$ cat config.mk
export PLATFORM = sky130hd
export DESIGN_NAME = fixed_sub_pipe
export DESIGN_NICKNAME = d
export VERILOG_FILES = /design/src/rtl/fixed_pkg.sv /design/src/rtl/fixed_resize.sv /design/src/rtl/fixed_sub_pipe.sv
export SDC_FILE = /design/constraint.sdc
export NUM_CORES = 1
export LEC_CHECK = 0
export CORE_AREA = 2 2 72 74
export CTS_BUF_LIST = sky130_fd_sc_hd__clkbuf_2
export DETAILED_ROUTE_END_ITERATION = 10
export DIE_AREA = 0 0 74 76
export PLACE_DENSITY_LB_ADDON = 0.08
export RECOVER_POWER = 25
export SYNTH_ARGS = -nofsm -noshare
export SYNTH_HDL_FRONTEND = slang
export SYNTH_SLANG_ARGS = --single-unit
$ cat constraint.sdc
create_clock -name clk_i -period 4.05 [get_ports clk_i]
set_input_delay 0.405 -clock clk_i [delete_from_list [all_inputs] [get_ports clk_i]]
set_output_delay 0.405 -clock clk_i [all_outputs]
set_load 0.005 [all_outputs]
$ cat src/rtl/fixed_pkg.sv
// Shared fixed-point helpers for the adder/subtractor/resize family.
package fixed_pkg;

    function automatic int unsigned fx_int_bits(input int unsigned width, input int unsigned point);
        return width - point;
    endfunction

    function automatic int unsigned fx_imax(input int unsigned x, input int unsigned y);
        return (x > y) ? x : y;
    endfunction

    function automatic longint fx_max(input int unsigned width);
        return (64'sd1 <<< (width - 1)) - 64'sd1;
    endfunction

    function automatic longint fx_min(input int unsigned width);
        return -(64'sd1 <<< (width - 1));
    endfunction

    function automatic bit fx_fmt_ok(input int unsigned width, input int unsigned point);
        return (width >= 2) && (point < width);
    endfunction

endpackage

$ cat src/rtl/fixed_resize.sv
// Combinational binary-point move with round-half-up and saturation.
module fixed_resize
    import fixed_pkg::*;
#(
    parameter int unsigned InWidth  = 21,
    parameter int unsigned InPoint  = 12,
    parameter int unsigned OutWidth = 16,
    parameter int unsigned OutPoint = 13
) (
    input  logic signed [InWidth-1:0]  value,
    output logic signed [OutWidth-1:0] result,
    output logic                       overflow
);

    localparam int unsigned ShL = (OutPoint >= InPoint) ? OutPoint - InPoint : 0;
    localparam int unsigned ShR = (InPoint > OutPoint) ? InPoint - OutPoint : 0;
    // One guard bit above the shifted input keeps the rounding add from wrapping.
    localparam int unsigned EW  = fx_imax(InWidth + ShL + 1, OutWidth + 1);

    localparam logic signed [EW-1:0] MaxV = EW'(fx_max(OutWidth));
    localparam logic signed [EW-1:0] MinV = EW'(fx_min(OutWidth));

    logic signed [EW-1:0] ext;
    logic signed [EW-1:0] shifted;

    assign ext = EW'(value);

    generate
        if (ShR > 0) begin : g_round
            assign shifted = (ext + (EW'(1) <<< (ShR - 1))) >>> ShR;
        end else begin : g_widen
            assign shifted = ext <<< ShL;
        end
    endgenerate

    always_comb begin
        overflow = 1'b0;
        result   = OutWidth'(shifted);
        if (shifted > MaxV) begin
            overflow = 1'b1;
            result   = OutWidth'(MaxV);
        end else if (shifted < MinV) begin
            overflow = 1'b1;
            result   = OutWidth'(MinV);
        end
    end

endmodule

$ cat src/rtl/fixed_sub_pipe.sv
// Two-stage valid/ready pipelined signed fixed-point subtractor s = a - b.
module fixed_sub_pipe
    import fixed_pkg::*;
#(
    parameter int unsigned AWidth   = 16,
    parameter int unsigned APoint   = 12,
    parameter int unsigned BWidth   = 16,
    parameter int unsigned BPoint   = 8,
    parameter int unsigned OutWidth = 16,
    parameter int unsigned OutPoint = 13
) (
    input  logic                clk_i,
    input  logic                rstn_i,
    input  logic [AWidth-1:0]   a_i,
    input  logic [BWidth-1:0]   b_i,
    input  logic                valid_i,
    output logic                ready_o,
    output logic [OutWidth-1:0] s_o,
    output logic                overflow_o,
    output logic                valid_o,
    input  logic                ready_i
);

    localparam int unsigned IP = fx_imax(APoint, BPoint);
    localparam int unsigned IW = fx_imax(fx_int_bits(AWidth, APoint),
                                         fx_int_bits(BWidth, BPoint)) + IP + 1;

    generate
        if (!fx_fmt_ok(AWidth, APoint) || !fx_fmt_ok(BWidth, BPoint) ||
            !fx_fmt_ok(OutWidth, OutPoint)) begin : g_bad_format
            $error("fixed_sub_pipe: widths must be >= 2 and 0 <= point < width");
        end
    endgenerate

    logic signed [IW-1:0]       a_al;
    logic signed [IW-1:0]       b_al;
    logic signed [IW-1:0]       d1;
    logic                       v1;
    logic signed [OutWidth-1:0] rs;
    logic                       rov;
    logic                       adv1;
    logic                       adv2;

    // Align both operands to the common internal binary point.
    assign a_al = IW'($signed(a_i)) <<< (IP - APoint);
    assign b_al = IW'($signed(b_i)) <<< (IP - BPoint);

    assign adv2    = !valid_o || ready_i;
    assign adv1    = !v1 || adv2;
    assign ready_o = adv1;

    fixed_resize #(
        .InWidth (IW),
        .InPoint (IP),
        .OutWidth(OutWidth),
        .OutPoint(OutPoint)
    ) u_resize (
        .value   (d1),
        .result  (rs),
        .overflow(rov)
    );

    // Stage 1: full-precision difference.
    always_ff @(posedge clk_i or negedge rstn_i) begin
        if (!rstn_i) begin
            v1 <= 1'b0;
            d1 <= '0;
        end else if (adv1) begin
            v1 <= valid_i;
            if (valid_i) begin
                d1 <= a_al - b_al;
            end
        end
    end

    // Stage 2: registered resize result.
    always_ff @(posedge clk_i or negedge rstn_i) begin
        if (!rstn_i) begin
            valid_o    <= 1'b0;
            s_o        <= '0;
            overflow_o <= 1'b0;
        end else if (adv2) begin
            valid_o <= v1;
            if (v1) begin
                s_o        <= rs;
                overflow_o <= rov;
            end
        end
    end

endmodule

## Word level (Yosys, flattened, before mapping)

Cells that the tools add are included.

- Multiplexer cells: 4
- Reductions and logical operators: 6
- Magnitude comparators: 2
- Add/subtract/negate cells: 1

Operators with widths:

| kind | count |
|---|---|
| 16-bit 2-to-1 mux | 2 |
| 22-bit by 16-bit greater-than comparator with 1-bit output (second input constant) | 1 |
| 22-bit by 16-bit < comparator with 1-bit output (second input constant) | 1 |
| 16-bit by 20-bit subtractor with 21-bit output | 1 |
| 2-bit AND reduction | 2 |
| 1-bit logical NOT | 2 |
| 1-bit logical OR | 2 |
| 1-bit 2-to-1 mux | 2 |

- Word-level logic and storage cells: 18
- Bits in registers: 40
- Output and inout bits: 19

## Depth between registers and ports, before layout

- Depth after elaboration: 4
- Depth in mapped cells: 8
- Mapped depth without buffers: 8

## Modules after synthesis

Synthesis repeated with hierarchy kept, for this count alone.

- Cells, all modules: 298
- Area total of the unflattened synthesis: 2776.4 um^2

Modules (own cells, without submodules):

| module | area each (um^2) | times used | cells each |
|---|---|---|---|
| fixed_sub_pipe | 2382.3 | 1 | 253 |
| fixed_resize | 394.1 | 1 | 45 |

## Least setup slack after synthesis

Ideal clock, no wire load.

- Path type: input -> register
- Start point: input port a_i[4]
- End point: register d1[18]
- Setup time: 0.104 ns
- Arrival: 2.147 ns
- Stages: 8
- Setup slack: 1.799 ns
- Required time: 3.946 ns
- Cell sequence: inv_1 -> ha_1 -> fa_1 -> and2b_1 -> o211ai_1 -> a211o_1 -> or3_1 -> o311ai_1

- Word-level cells in the longest chain between the ends: 1

RTL lines:

| what | line | text |
|---|---|---|
| from (decl) | fixed_sub_pipe.sv:14 | `input logic [AWidth-1:0] a_i,` |
| 16-bit by 20-bit subtractor with 21-bit output | fixed_sub_pipe.sv:71 | `d1 <= a_al - b_al;` |
| to (signal assigned) | fixed_sub_pipe.sv:71 |  |
| to (decl) | fixed_sub_pipe.sv:37 | `logic signed [IW-1:0] d1;` |

Every way passes these cells.
A chain may end at the register's enable or synchronous reset.

## Final worst setup path

Same ends and word-level chain as after synthesis.

==> impl_metrics.yaml <==
floorplan:
  num_io_pins: 55
  die_y_um: 76
  rows: 26
  die_x_um: 74
  core_mm2: 0.004912
  initial_core_util_pct: 49.41
  dieArea_mm2: 0.005624
cts:
  clock-sinks: 40
  post-cts-setup-buffer-count: 0
  cts_resized: 0
  cts_hold_buffers: 0
  cts_tree: "done"
  clockBufferDepth: 2
  numCtsBuffers: 5
  clkLatencyLatePin_ns: 0.41
  htree_levels: 2
  path_clk_slew_ns: 0.22
  root_buffer: "clkbuf_2"
pwr:
  p_leak_nw: 1.408
  p_per_area_mw_per_mm2: 390.1
  vdd.ir_drop.worst_mv: 0.2122
yosys:
  ys_seq_elements: 40
  synthArstFlopShare_pct: 100.0
  synth_fp_nets: 343
  synthTopCellsByArea: "dfrtp_1 41%, nand2_1 8.7%, ha_1 8.2%"
  synth_area_leader_cell: "dfrtp_1"
  synth_edf_count: 0
  yosysWarnings: 0
  ys.flop_type: "dfrtp_1"
  synth_top_cell_area_share_pct: 41.24
  synth.avg_cell_area_um2: 8.370
  syn_inst: 290
  synthesis.area_mm2: 0.002427
  ys_seq_area_share_pct: 41.24
  synth.distinct_cells: 43
routing:
  drc_errors: 0
  wl_um: 5344
  viasPerCell: 5.257
  drtIter0Drc: 101
  dr_total_vias: 2171
  dr.pass1.iters: 4
  ant_nets: 0
  wire_per_inst_um: 12.94
critical_path:
  critPathKind: "input port to flip-flop"
  crit_path_max_fanout: 4
  crit_path_end_kind: "flip-flop"
  required_ns: 4.37
  crit_arrival_ns: 2.76
  start_kind: "input port"
sta:
  skew_ns: 0.02077
  worstMarginPinSlew_ns: 2.145
  post-route-period-util_pct: 60.17
  max_freq_mhz: 410.4
  layout_setup_ws_ns: 1.613
  slew_headroom_pct: -42.99
  setup_viol: 0
  finalMaxSlewViolations: 41
  layout_min_cycle_time_ns: 2.437
  rsz0062_at_grt: "false"
  finalSetupTns_ns: 0
  hold_viol_final: 0
place:
  gp_congestion: 0.8652
  port_buffers: 54
  dp_hpwl_um: 4098
  dpl_worst_slack_ns: 1.176
global_route:
  track_usage_pct: 22.41
  grt_pass1_wl_um: 10010
  grt_overflow: 0
  grt_pass1_vias: 2206
  grt_max_degree: 41
  antenna_found_initial: 0
final_layout:
  mostFrequentLayoutCell: "nand2_1"
  seqCellArea_mm2: 0.001001
  syn_to_final_growth_pct: 27.27
  layout_common_cells: "56 x nand2_1, 53 x clkdlybuf4s50_1, 40 x dfrtp_1, 30 x o21ai_0, 26 x nor2_1"
  layout.nets: 395
  n_antenna_cell: 0
  multiInputGateArea_mm2: 0.001301
  num-fill-cells: 455
  layout-drive-gt1-share_pct: 5.248
status:
  status: "complete, but fails checks"
  violations: "max-capacitance violations, max-slew violations"
run:
  drv_cap: 1
worst_hold_path:
  hp-class: "input port to flip-flop"
kinds of logic (layout without fill, tap and decap cells):
family,Yosys count,count (layout),share of synthesized area (%)
DFF,40,40,41.24
muxes,3,3,1.392
buffers and inverters,33,86,5.155
and+or+nand+nor,113,113,20.36
AOI/OAI and AO/OA,79,79,20.98
adders and majority gates,17,17,9.072
xor gates and xnor gates,5,5,1.804
per-layer routing:
layer | vias to the layer above | routed length, µm | GRT usage, %
met1 | 993 | 2508 | 30.11
met4 | 0 | 79 | 5.455
met5 | - | 0 | 0
met2 | 54 | 2512 | 36.88
li1 | 1116 | - | -
met3 | 8 | 244 | 4.365
cell type report:
cell class / count / share of cell area (%)
clock inverters: 3 / 1.377
clock buffers: 5 / 0.8100
repair buffers: 56 / 17.78
inverters: 22 / 2.673
well taps: 70 / 2.835
flip-flops and latches: 40 / 32.40
multi-input cells: 217 / 42.12
Yosys cell counts (2+ instances only):
cell	instances
a211o_1	3
a21boi_0	2
a21o_1	3
a21oi_1	13
a31o_2	2
a31oi_1	2
and2_1	4
and3_1	2
clkbuf_1	10
dfrtp_1	40
ha_1	16
inv_1	22
mux2_2	3
nand2_1	56
nand2b_1	5
nand3_1	7
nand4_1	5
nor2_1	26
nor3_1	2
o2111ai_1	2
o211ai_1	7
o21a_1	3
o21ai_0	30
o311ai_0	2
or3_1	2
xor2_1	4
per-stage QoR:
stage | hold slack (ns) | instances | utilization (%) | instance area [µm²] | power [mW]
5_1_grt | 0.4522 | 413 | 62.89 | 3089 | 1.311
2_1_floorplan | 0.1094 | 290 | - | 2427 | 0.7674
3_5_place_dp | 0.4634 | 405 | 61.54 | 3023 | 0.9791
4_1_cts | 0.1002 | 413 | 62.91 | 3090 | 1.221
3_3_place_gp | 0.4593 | 405 | 61.54 | 3023 | 0.9699
6_report | 0.4877 | 413 | 62.89 | 3089 | 1.205
where the power goes:
part           internal, mW  total [mW]  switching (mW)
clock network         0.103       0.241           0.138
registers             0.493       0.548          0.0547
logic                 0.223       0.417           0.193
sequential cells by signal, summed over array words and instances (netlist names):
name / cells
v1: 1
overflow_o: 1
d1: 21
s_o: 16
valid_o: 1
worst max-delay path, cell delays in order:
cell and delay (ns):
clkdlybuf4s50_1 0.45, inv_1 0.04, ha_1 0.21, fa_1 0.40
and2b_1 0.23, o211ai_1 0.15, a211o_1 0.34, or3_1 0.31
o311ai_1 0.23
final timing paths:
check                            start      end  slack [ns]  cells past startpoint
worst max register to register      v1   d1[20]        2.12                      5
worst max-delay path            a_i[4]   d1[18]        1.61                      9
worst min register to register  s_o[8]   s_o[8]        0.50                      2
worst min-delay path            a_i[1]    d1[1]        0.49                      3
min in group asynchronous       rstn_i   d1[12]        0.59                      1
max in group asynchronous       rstn_i  s_o[11]        2.25                      1
No activity file was read; power rests on OpenSTA's default activity.
